File: config.mk
export PLATFORM = sky130hd
export DESIGN_NAME = uart_baud_gen_frac_flat
export DESIGN_NICKNAME = d
export VERILOG_FILES = /design/src/rtl/uart_pkg.sv /design/src/rtl/uart_baud_gen_frac_if.sv /design/src/rtl/uart_baud_engine.sv /design/src/rtl/uart_baud_gen_frac.sv /design/src/flat_wrapper.sv
export SDC_FILE = /design/constraint.sdc
export NUM_CORES = 1
export LEC_CHECK = 0
export BUFFER_PORTS_ARGS = -buffer_cell sky130_fd_sc_hd__clkbuf_2
export CORE_ASPECT_RATIO = 0.5
export CORE_MARGIN = 10
export CORE_UTILIZATION = 30
export DETAILED_ROUTE_END_ITERATION = 6
export GPL_TIMING_DRIVEN = 0
export SLEW_MARGIN = 0
export SYNTH_ARGS = -nofsm -noshare
export SYNTH_HDL_FRONTEND = slang
export SYNTH_SLANG_ARGS = --single-unit
File: constraint.sdc
create_clock -name clk -period 4.1 [get_ports clk]
set_clock_uncertainty 0.05 [all_clocks]
set_input_delay 0.82 -clock clk [delete_from_list [all_inputs] [get_ports clk]]
set_output_delay 0.82 -clock clk [all_outputs]
set_load 0.02 [all_outputs]
File: src/rtl/uart_pkg.sv
// Shared types and constants for the fractional UART baud generator:
// configuration record, reset defaults, minimum clamps and the clamp helper.
package uart_pkg;

  localparam int CFG_DIV_INT_W  = 16;
  localparam int CFG_DIV_FRAC_W = 4;
  localparam int CFG_PRESC_W    = 6;

  localparam int RST_DIV_INT  = 651;
  localparam int RST_DIV_FRAC = 1;
  localparam int RST_PRESCALE = 16;

  localparam int MIN_DIV_INT  = 2;
  localparam int MIN_PRESCALE = 4;

  typedef struct packed {
    logic [CFG_DIV_INT_W-1:0]  div_int;
    logic [CFG_DIV_FRAC_W-1:0] div_frac;
    logic [CFG_PRESC_W-1:0]    prescale;
  } baud_cfg_t;

  // Raises too-small divisors/prescales so a period can never collapse below the minimum.
  function automatic baud_cfg_t clamp_cfg(input baud_cfg_t raw);
    baud_cfg_t res;
    res = raw;
    if (raw.div_int < CFG_DIV_INT_W'(MIN_DIV_INT)) begin
      res.div_int = CFG_DIV_INT_W'(MIN_DIV_INT);
    end else begin
      res.div_int = raw.div_int;
    end
    if (raw.prescale < CFG_PRESC_W'(MIN_PRESCALE)) begin
      res.prescale = CFG_PRESC_W'(MIN_PRESCALE);
    end else begin
      res.prescale = raw.prescale;
    end
    return res;
  endfunction

endpackage

File: src/rtl/uart_baud_gen_frac_if.sv
// Control/configuration and tick bus between the UART FSMs (master) and the
// fractional baud generator (slave).
interface uart_baud_gen_frac_if #(
  parameter int DIV_INT_W  = 16,
  parameter int DIV_FRAC_W = 4,
  parameter int PRESC_W    = 6
);
  logic                  en;
  logic                  cfg_load;
  logic [DIV_INT_W-1:0]  cfg_div_int;
  logic [DIV_FRAC_W-1:0] cfg_div_frac;
  logic [PRESC_W-1:0]    cfg_prescale;
  logic                  rx_resync;
  logic                  tx_tick;
  logic                  rx_os_tick;
  logic                  rx_mid;
  logic                  rx_bit_end;
  logic                  cfg_pending;

  modport master (
    output en, cfg_load, cfg_div_int, cfg_div_frac, cfg_prescale, rx_resync,
    input  tx_tick, rx_os_tick, rx_mid, rx_bit_end, cfg_pending
  );

  modport slave (
    input  en, cfg_load, cfg_div_int, cfg_div_frac, cfg_prescale, rx_resync,
    output tx_tick, rx_os_tick, rx_mid, rx_bit_end, cfg_pending
  );
endinterface

File: src/rtl/uart_baud_engine.sv
// One timing chain: fractional period counter plus oversample counter.
// The carry from the fractional accumulator stretches the following period by one cycle.
module uart_baud_engine
  import uart_pkg::*;
(
  input  logic                   clk,
  input  logic                   rst,
  input  logic                   en,
  input  logic                   clear,
  input  baud_cfg_t              cfg,
  output logic                   tick,
  output logic [CFG_PRESC_W-1:0] cnt
);

  logic [CFG_DIV_INT_W:0]  pc_r;
  logic [CFG_DIV_INT_W:0]  period_last_s;
  logic [CFG_DIV_FRAC_W-1:0] acc_r;
  logic                    c_r;
  logic [CFG_PRESC_W-1:0]  cnt_r;
  logic [CFG_DIV_FRAC_W:0] frac_sum_s;

  assign period_last_s = {1'b0, cfg.div_int} + (CFG_DIV_INT_W+1)'(c_r)
                         - (CFG_DIV_INT_W+1)'(1);
  assign frac_sum_s    = {1'b0, acc_r} + {1'b0, cfg.div_frac};
  // >= rather than == so a period shortened by a config change cannot wrap.
  assign tick          = en && !clear && (pc_r >= period_last_s);
  assign cnt           = cnt_r;

  // Period counter, fractional accumulator and oversample counter.
  always_ff @(posedge clk) begin
    if (!rst || !en || clear) begin
      pc_r  <= '0;
      acc_r <= '0;
      c_r   <= 1'b0;
      cnt_r <= '0;
    end else if (tick) begin
      pc_r         <= '0;
      {c_r, acc_r} <= frac_sum_s;
      if (cnt_r >= cfg.prescale - CFG_PRESC_W'(1)) begin
        cnt_r <= '0;
      end else begin
        cnt_r <= cnt_r + CFG_PRESC_W'(1);
      end
    end else begin
      pc_r <= pc_r + (CFG_DIV_INT_W+1)'(1);
    end
  end

endmodule

File: src/rtl/uart_baud_gen_frac.sv
// Fractional UART baud generator: independent TX/RX tick chains, clamped
// runtime configuration that is swapped in on a TX bit boundary while running.
module uart_baud_gen_frac #(
  parameter int DIV_INT_W    = 16,
  parameter int DIV_FRAC_W   = 4,
  parameter int PRESC_W      = 6,
  parameter int RST_DIV_INT  = 651,
  parameter int RST_DIV_FRAC = 1,
  parameter int RST_PRESCALE = 16
) (
  input  logic                 clk,
  input  logic                 rst,
  uart_baud_gen_frac_if.slave  bif
);
  import uart_pkg::*;

  baud_cfg_t              active_r;
  baud_cfg_t              shadow_r;
  baud_cfg_t              cfg_in_s;
  baud_cfg_t              rst_cfg_s;
  logic                   pending_r;
  logic                   tx_eng_tick_s;
  logic                   rx_eng_tick_s;
  logic                   tx_tick_s;
  logic [CFG_PRESC_W-1:0] tx_cnt_s;
  logic [CFG_PRESC_W-1:0] rx_cnt_s;
  logic [CFG_PRESC_W-1:0] last_os_s;
  logic [CFG_PRESC_W-1:0] mid_os_s;

  assign cfg_in_s.div_int   = bif.cfg_div_int;
  assign cfg_in_s.div_frac  = bif.cfg_div_frac;
  assign cfg_in_s.prescale  = bif.cfg_prescale;
  assign rst_cfg_s.div_int  = DIV_INT_W'(RST_DIV_INT);
  assign rst_cfg_s.div_frac = DIV_FRAC_W'(RST_DIV_FRAC);
  assign rst_cfg_s.prescale = PRESC_W'(RST_PRESCALE);

  // Active prescale is clamped to >= 4, so neither subtraction can underflow.
  assign last_os_s = active_r.prescale - CFG_PRESC_W'(1);
  assign mid_os_s  = (active_r.prescale >> 1) - CFG_PRESC_W'(1);

  uart_baud_engine u_tx_engine (
    .clk   (clk),
    .rst   (rst),
    .en    (bif.en),
    .clear (1'b0),
    .cfg   (active_r),
    .tick  (tx_eng_tick_s),
    .cnt   (tx_cnt_s)
  );

  uart_baud_engine u_rx_engine (
    .clk   (clk),
    .rst   (rst),
    .en    (bif.en),
    .clear (bif.rx_resync),
    .cfg   (active_r),
    .tick  (rx_eng_tick_s),
    .cnt   (rx_cnt_s)
  );

  assign tx_tick_s       = tx_eng_tick_s && (tx_cnt_s >= last_os_s);
  assign bif.tx_tick     = tx_tick_s;
  assign bif.rx_os_tick  = rx_eng_tick_s;
  assign bif.rx_mid      = rx_eng_tick_s && (rx_cnt_s == mid_os_s);
  assign bif.rx_bit_end  = rx_eng_tick_s && (rx_cnt_s >= last_os_s);
  assign bif.cfg_pending = pending_r;

  // Active/shadow configuration; a new load always wins over applying the old shadow.
  always_ff @(posedge clk) begin
    if (!rst) begin
      active_r  <= clamp_cfg(rst_cfg_s);
      shadow_r  <= '0;
      pending_r <= 1'b0;
    end else if (bif.cfg_load && !bif.en) begin
      active_r  <= clamp_cfg(cfg_in_s);
      pending_r <= 1'b0;
    end else if (bif.cfg_load) begin
      shadow_r  <= cfg_in_s;
      pending_r <= 1'b1;
    end else if (pending_r && (!bif.en || tx_tick_s)) begin
      active_r  <= clamp_cfg(shadow_r);
      pending_r <= 1'b0;
    end else begin
      pending_r <= pending_r;
    end
  end

endmodule
File: src/flat_wrapper.sv
// flat-port wrapper written by rule: the top's interface ports become plain ports
module uart_baud_gen_frac_flat import uart_pkg::*;
#(
  parameter int DIV_INT_W    = 16,
  parameter int DIV_FRAC_W   = 4,
  parameter int PRESC_W      = 6,
  parameter int RST_DIV_INT  = 651,
  parameter int RST_DIV_FRAC = 1,
  parameter int RST_PRESCALE = 16
)
  (clk, rst, bif_en, bif_cfg_load, bif_cfg_div_int, bif_cfg_div_frac, bif_cfg_prescale, bif_rx_resync, bif_tx_tick, bif_rx_os_tick, bif_rx_mid, bif_rx_bit_end, bif_cfg_pending);
  uart_baud_gen_frac_if #(.DIV_INT_W(DIV_INT_W), .DIV_FRAC_W(DIV_FRAC_W), .PRESC_W(PRESC_W)) bif_i ();
  input  logic clk;
  input  logic rst;
  input wire logic [$bits(bif_i.en)-1:0] bif_en;
  input wire logic [$bits(bif_i.cfg_load)-1:0] bif_cfg_load;
  input wire logic [$bits(bif_i.cfg_div_int)-1:0] bif_cfg_div_int;
  input wire logic [$bits(bif_i.cfg_div_frac)-1:0] bif_cfg_div_frac;
  input wire logic [$bits(bif_i.cfg_prescale)-1:0] bif_cfg_prescale;
  input wire logic [$bits(bif_i.rx_resync)-1:0] bif_rx_resync;
  output wire logic [$bits(bif_i.tx_tick)-1:0] bif_tx_tick;
  output wire logic [$bits(bif_i.rx_os_tick)-1:0] bif_rx_os_tick;
  output wire logic [$bits(bif_i.rx_mid)-1:0] bif_rx_mid;
  output wire logic [$bits(bif_i.rx_bit_end)-1:0] bif_rx_bit_end;
  output wire logic [$bits(bif_i.cfg_pending)-1:0] bif_cfg_pending;
  assign bif_i.en = bif_en;
  assign bif_i.cfg_load = bif_cfg_load;
  assign bif_i.cfg_div_int = bif_cfg_div_int;
  assign bif_i.cfg_div_frac = bif_cfg_div_frac;
  assign bif_i.cfg_prescale = bif_cfg_prescale;
  assign bif_i.rx_resync = bif_rx_resync;
  assign bif_tx_tick = bif_i.tx_tick;
  assign bif_rx_os_tick = bif_i.rx_os_tick;
  assign bif_rx_mid = bif_i.rx_mid;
  assign bif_rx_bit_end = bif_i.rx_bit_end;
  assign bif_cfg_pending = bif_i.cfg_pending;
  uart_baud_gen_frac #(.DIV_INT_W(DIV_INT_W), .DIV_FRAC_W(DIV_FRAC_W), .PRESC_W(PRESC_W), .RST_DIV_INT(RST_DIV_INT), .RST_DIV_FRAC(RST_DIV_FRAC), .RST_PRESCALE(RST_PRESCALE)) u_core (.clk(clk), .rst(rst), .bif(bif_i));
endmodule
==> out/results.tsv, run 1 <==
stage	metric	value	unit
worst_setup_path	worst flop-to-flop path startpoint	u_core.active_r[17]	
synthesis	cell area after synthesis	0.006778	sq mm
synthesis	Yosys top cell area share	32.19	%
clock_network	H-tree depth	3	
global_routing	first-pass GRT wire length	28.81	mm
synthesis	Post-synth top flop	dfxtp_1	
layout	Util after Layout	37.52	%
timing	Max Freq	0.2324	GHz
die	# IOs	36	
layout	Layout area overhead	21.34	%
placed_design	gp weighted congestion	0.8669	
clock_network	CTS Buf Count	9	
clock_network	CTS tree	built	
pwr	Comb pwr share	11.7	%
layout	FILL cells	2198	
global_routing	grt total ovfl	0	
timing	final setup slack of the worst path	-0.2027	ns
min_path	Worst Hold End	u_core.u_rx_engine.c_r	
route	vias per inst	4.992	
pwr	Overall Power	2.434	mW
pwr	power per cell area	295.9	mW/mm^2
timing	minimum clock period	4.303	ns
clock_network	Clock Pin Slew Worst Setup and Hold Paths	0.07	ns
pwr	Sw Share	25.36	%
synthesis	sequential area share after synthesis	32.19	%
pwr	net switching power	617.1	uW
route	WL final	17.49	mm
layout	share of cells above drive strength 1	16.14	%
pwr	Pint	1.816	mW
synthesis	largest area contributor in the netlist	dfxtp_1	
synthesis	Post-synth EDFFs	0	
run_status	status	finished, violations left	
synthesis	Synth cell types	58	
worst_setup_path	Critical Path End Type	output port	
min_path	Hold Crit Depth	2	
timing	worst-margin pin slew	0.8423	ns
clock_network	Root Buffer	clkbuf_16	
timing	Tcrit/Tclk final	104.9	%
timing	final setup fails	4	
synthesis	top cells by area, synth	dfxtp_1 (32%), ha_1 (12%), nand2_1 (8.9%)	
placed_design	dpl hpwl	13.06	mm
pwr	Leak Pwr	3.359	nW
route	routed len/inst	14.44	um
timing	Final Hold Violating Endpoints	0	
clock_network	number of hold buffers added after cts	0	
synthesis	Mean Syn Cell Area	8.107	sq um
route	DR vias	6045	
worst_setup_path	critical path arrival	3.43	ns
die	DIE AREA	0.02937	sq mm
clock_network	Clock Sink Count	109	
synthesis	commonest cells in the netlist	nand2_1 (161), dfxtp_1 (109), ha_1 (65), nor2_1 (61), xor2_1 (45)	
pwr	worst vdd ir	240.0	uV
route	ANT nets after route	0	
die	die width	232.6	um
route	DR pass1 iterations	5	
placed_design	dpl cells	1170	
synthesis	Syn. warnings	0	
worst_setup_path	required time of the critical path	3.23	ns
die	num rows	38	
synthesis	#FFs+latches synth	109	
die	starting density of the core	30.92	%
timing	RSZ-0062 raised after global routing	yes	
worst_setup_path	crit start category	flop	
pwr	Seq pwr share	46.0	%
worst_setup_path	Reg-to-Reg End	u_core.u_rx_engine.pc_r[9]	
global_routing	pin count of the biggest net entering global routing	18	
worst_setup_path	r2r setup slk	0.38	ns
clock_network	Max Root-Sink Buffers	2	
worst_setup_path	Worst Reg2Reg Path Length in Cells	14	
synthesis	cell with the most instances after synthesis	nand2_1	
die	chip height	126.3	um
timing	max-slew violations	0	
global_routing	antenna violations before repair	0	
min_path	Worst Hold Class	flop to flop	
worst_setup_path	crit path max fanout	4	
min_path	min-delay src	u_core.u_rx_engine.c_r	
layout	Nets	1005	
placed_design	I/O Buffers	34	
timing	Slew HR	43.59	%
synthesis	post-synthesis cell count	836	
pwr	clock power share	42.3	%
global_routing	all-layer global routing usage	11.83	%
layout	antenna cell count	0	
run_status	failing checks	negative setup slack	
global_routing	number of global-route vias before repair	5768	
synthesis	asr flop ratio synth	0	%
clock_network	worst skew pair latency	0.36	ns
run	Max-Cap Viols	0	
synthesis	syn_nets	934	
route	initial DRC count	324	
layout	fin cells	1211	
worst_setup_path	CP Class	flop to output port	
die	core box area	0.02192	sq mm
route	DRC viols	0	
## per-stage QoR
step | area [sq um] | hold WS, ns | setup WS, ns | TNS [ns]
5_1_grt | 8224 | 0.4311 | -0.3428 | -1.205
3_5_place_dp | 7323 | 0.4025 | -0.6139 | -1.929
2_1_floorplan | 6778 | 0.3847 | 0.06720 | 0
3_3_place_gp | 7323 | 0.3943 | -0.5950 | -1.816
4_1_cts | 8160 | 0.4126 | -0.1143 | -0.3264
6_report | 8224 | 0.4070 | -0.2027 | -0.7063
## worst max path at each step
| stage | startpoint | endpoint | slack, ns | cells after the start |
|---|---|---|---|---|
| after detailed placement | u_core.active_r[16] | bif_rx_mid | -0.61 | 13 |
| after global routing | u_core.active_r[17] | bif_rx_mid | -0.34 | 13 |
| after global placement | u_core.active_r[16] | bif_rx_mid | -0.59 | 13 |
| after floorplan | u_core.active_r[16] | bif_rx_mid | 0.07 | 12 |
| final | u_core.active_r[17] | bif_rx_mid | -0.20 | 13 |
| after CTS | u_core.active_r[14] | bif_rx_bit_end | -0.11 | 13 |
## cells in the final DEF, fill, tap and decap left out, types with 4 or more instances in the layout
master / netlist / layout
dfxtp_1: 109 / 101
and3_1: 12 / 10
nor3_1: 14 / 10
mux2i_1: 4 / 4
clkbuf_16: 0 / 9
buf_4: 0 / 28
a21oi_1: 34 / 31
ha_1: 65 / 62
nand2b_1: 8 / 8
dfxtp_4: 0 / 7
o22ai_1: 8 / 8
nand4_1: 14 / 14
buf_6: 2 / 6
nor2_4: 1 / 5
o21ai_0: 11 / 11
xnor2_1: 28 / 28
a22o_1: 8 / 8
xor2_1: 45 / 45
inv_1: 27 / 27
o211a_1: 18 / 18
nor2_1: 61 / 56
nand2_2: 1 / 4
nor4_1: 14 / 10
a21o_1: 5 / 5
a211oi_1: 4 / 4
nand2_1: 161 / 157
mux2_2: 5 / 5
buf_2: 8 / 7
nand3_1: 39 / 39
clkbuf_1: 23 / 18
clkbuf_2: 0 / 30
a21boi_0: 27 / 27
nor2b_1: 5 / 5
nor3_4: 0 / 4
and2_1: 4 / 4
or3_1: 31 / 28
## worst max-delay path, cell delays in order (launching register included)
cell	delay, ns
dfxtp_4	0.37
buf_6	0.12
or3_4	0.39
nor4_4	0.22
nand3_1	0.15
xor2_1	0.17
ha_1	0.33
a21oi_2	0.15
o21ai_2	0.08
a211o_1	0.36
a211oi_4	0.31
inv_2	0.12
and3_4	0.18
buf_8	0.12
## power by group through the flow
stage               clock, mW  sequential [mW]  combinational [mW]
floorplan                   0             1.13               0.186
global placement            0             1.14               0.257
detailed placement          0             1.14               0.264
CTS                      1.05             1.12               0.285
global route             1.09             1.12               0.322
finish                   1.03             1.12               0.286
## cells by family after synthesis
| family | synth area share, % |
|---|---|
| xor gates and xnor gates | 9.433 |
| AOI/OAI and AO/OA | 14.66 |
| DFF | 32.19 |
| adders and majority gates | 12.59 |
| muxes | 1.421 |
| buffers and inverters | 3.914 |
| and+or+nand+nor | 25.79 |
## flip-flops by register name, indices dropped and copies added (netlist names)
signal,count
u_core.active_r,26
u_core.bif.cfg_pending,1
u_core.shadow_r,26
u_core.u_rx_engine.acc_r,4
u_core.u_rx_engine.c_r,1
u_core.u_rx_engine.cnt,6
u_core.u_rx_engine.pc_r,17
u_core.u_tx_engine.acc_r,4
u_core.u_tx_engine.c_r,1
u_core.u_tx_engine.cnt,6
u_core.u_tx_engine.pc_r,17
## layout make-up
| cell class | count | area, sq um | area share (%) |
|---|---|---|---|
| plain buffers | 30 | 136.4 | 1.658 |
| multi-input cells | 663 | 4588 | 55.79 |
| flip-flops and latches | 109 | 2210 | 26.87 |
| clock inverters | 5 | 106.4 | 1.293 |
| repair buffers | 66 | 464.2 | 5.644 |
| inverters | 28 | 105.1 | 1.278 |
| clock buffers | 10 | 239.0 | 2.906 |
| well taps | 300 | 375.4 | 4.564 |
## per-layer routing
layer  wire length [um]  track usage [%]  up-vias
li1                   -                -     3058
met5                  0                0        -
met4                236            3.037        0
met1               8284            15.14     2858
met3                679            2.353       21
met2               8291            19.97      108
## timing repair
item | CTS | global route
setup buffers | 27 | 5
endpoints found under the setup margin | 4 | 4
resized for setup | 69 | 11
pin swaps | 28 | 2
No activity file was read; power rests on OpenSTA's default activity.
==> run 2, diff against run 1 <==
- CORE_ASPECT_RATIO: 0.5 -> 1.1
- clock period: 4.1 -> 4.6 ns (I/O delays scaled with it)
==> out/results.tsv, run 2 (synthesized netlist as in run 1, its figures left out) <==
stage	metric	value	unit
run_status	status	completed	
layout	commonest non-fill, non-tap cells in the layout	nand2_1 (160), dfxtp_1 (101), ha_1 (65), nor2_1 (59), xor2_1 (45)	
placed_design	Post-DP Area	0.007317	sq mm
route	DR pass1 iterations	7	
worst_setup_path	crit start category	flop	
worst_setup_path	slowest stage delay, CP	0.42	ns
worst_setup_path	CP Class	flop to output port	
timing	Tcrit/Tclk final	96.44	%
min_path	min-delay src	u_core.u_tx_engine.acc_r[3]	
pwr	power per cell area	257.3	mW/mm^2
layout	fin cells	1183	
timing	Slew HR	49.83	%
timing	Max Freq	0.2254	GHz
global_routing	first-pass GRT wire length	28.63	mm
min_path	Worst Hold End	u_core.u_tx_engine.acc_r[3]	
clock_network	Max Root-Sink Buffers	2	
timing	minimum clock period	4.436	ns
layout	antenna cell count	0	
clock_network	worst skew pair latency	0.36	ns
clock_network	Root Buffer	clkbuf_16	
placed_design	dpl hpwl	13.21	mm
timing	worst hold slack	0.4131	ns
global_routing	antenna violations before repair	0	
route	initial DRC count	265	
clock_network	CTS Buf Count	9	
layout	Util after Layout	35.13	%
placed_design	dpl cells	1165	
worst_setup_path	CP Depth	13	
timing	final setup fails	0	
timing	Final Hold Violating Endpoints	0	
layout	Layout area overhead	14.97	%
placed_design	I/O Buffers	34	
pwr	Leak Pwr	3.213	nW
timing	worst-margin pin slew	0.7498	ns
die	starting density of the core	30.56	%
die	num rows	57	
clock_network	number of hold buffers added after cts	0	
die	core box area	0.02218	sq mm
clock_network	Clock Pin Slew Worst Setup and Hold Paths	0.08	ns
route	DR vias	5842	
clock_network	H-tree depth	3	
worst_setup_path	Worst Reg2Reg Path Length in Cells	13	
worst_setup_path	required time of the critical path	3.63	ns
min_path	Hold Crit Depth	2	
global_routing	all-layer global routing usage	11.92	%
die	DIE AREA	0.02901	sq mm
route	routed len/inst	14.36	um
route	DRC viols	0	
global_routing	number of global-route vias before repair	5798	
route	ANT nets after route	0	
min_path	Worst Hold Class	flop to flop	
worst_setup_path	Reg-to-Reg End	u_core.u_rx_engine.pc_r[12]	
layout	share of cells above drive strength 1	12.05	%
die	# IOs	36	
route	WL final	16.98	mm
worst_setup_path	r2r setup slk	0.97	ns
run	Max-Cap Viols	0	
route	vias per inst	4.938	
die	die width	163.3	um
layout	Nets	981	
placed_design	gp weighted congestion	0.8423	
worst_setup_path	Crit path buffers/inverters	3	
timing	max-slew violations	0	
worst_setup_path	Crit path max-delay family	compound AO/OA/AOI/OAI gates	
worst_setup_path	Critical Path End Type	output port	
timing	final setup slack of the worst path	0.1635	ns
worst_setup_path	critical path's slowest cell	or3_4	
clock_network	Clock Sink Count	109	
layout	biggest regs	u_core.active_r x26, u_core.shadow_r x26	
global_routing	grt total ovfl	0	
global_routing	pin count of the biggest net entering global routing	20	
pwr	worst vdd ir	193.3	uV
worst_setup_path	critical path arrival	3.47	ns
placed_design	Post-Place Worst Slack	-0.3627	ns
worst_setup_path	cell chain of the critical path	or3_4, nor2_4, buf_4, nand3_1, xor2_1, ha_1, a21oi_1, o21ai_1, a211o_1, a211oi_4, inv_2, and3_1, buf_2	
layout	design area	0.007792	sq mm
die	chip height	177.6	um
worst_setup_path	crit path max fanout	6	
layout	most common cell after layout, fill and taps aside	nand2_1	
worst_setup_path	worst flop-to-flop path startpoint	u_core.active_r[13]	
clock_network	CTS tree	built	
-- run 2: cell types whose count changed in the layout (fill, tap and decap cells not counted), moves of 3 or more --
cell,previous run,this run
a21oi_2,3,0
bufinv_16,3,0
buf_8,3,0
buf_6,6,3
clkbuf_2,30,33
a21oi_1,31,34
nor2_1,56,59
nand2_2,4,1
buf_4,28,6
ha_1,62,65
nand2_1,157,160
dfxtp_2,1,6
dfxtp_4,7,2
-- run 2: worst min-delay path, stage by stage, from the launching register on --
cell	delay (ns)
dfxtp_1	0.32
nand2_1	0.05
a21oi_1	0.05
-- run 2: power breakdown --
part	leakage [nW]	internal, mW	switching (mW)
clock network	0.142	0.376	0.389
logic	2.18	0.0987	0.139
registers	0.886	0.968	0.0339
-- run 2: repair_timing --
action,CTS,global route
pin swaps,1,7
endpoints found under the hold margin,0,0
cloned,0,0
endpoints found under the setup margin,4,4
resized for setup,12,26
buffers inserted,1,6
-- run 2: final cells by class --
| class | count | area [sq um] |
|---|---|---|
| fillers | 2334 | 14390 |
| multi-input cells | 663 | 4472 |
| flip-flops and latches | 109 | 2197 |
| well taps | 295 | 369.1 |
| repair buffers | 41 | 226.5 |
| clock buffers | 9 | 225.2 |
| plain buffers | 31 | 141.4 |
| inverters | 28 | 105.1 |
| clock inverters | 7 | 56.30 |
-- run 2: routing by layer --
metal  vias up  wire length (um)  GRT usage (%)
met5         -                 0              0
met4         0               216          3.346
met1      2737              8274          15.16
met2        78              7886          19.98
met3        15               603          2.341
li1       3012                 -              -
-- run 2: worst max path at each step --
stage                   startpoint           to  slack, ns
2_1_floorplan  u_core.active_r[16]   bif_rx_mid       0.47
3_3_place_gp   u_core.active_r[16]   bif_rx_mid      -0.32
3_5_place_dp   u_core.active_r[16]   bif_rx_mid      -0.36
4_1_cts        u_core.active_r[13]  bif_tx_tick     -0.002
5_1_grt        u_core.active_r[19]   bif_rx_mid      -0.02
6_report       u_core.active_r[13]   bif_rx_mid       0.16
-- run 2: per-stage QoR --
| step | power (mW) | setup TNS, ns |
|---|---|---|
| floorplan | 1.172 | 0 |
| global placement | 1.247 | -0.5010 |
| detailed placement | 1.251 | -0.6607 |
| CTS | 2.020 | -0.002141 |
| global route | 2.090 | -0.01908 |
| finish | 2.005 | 0 |
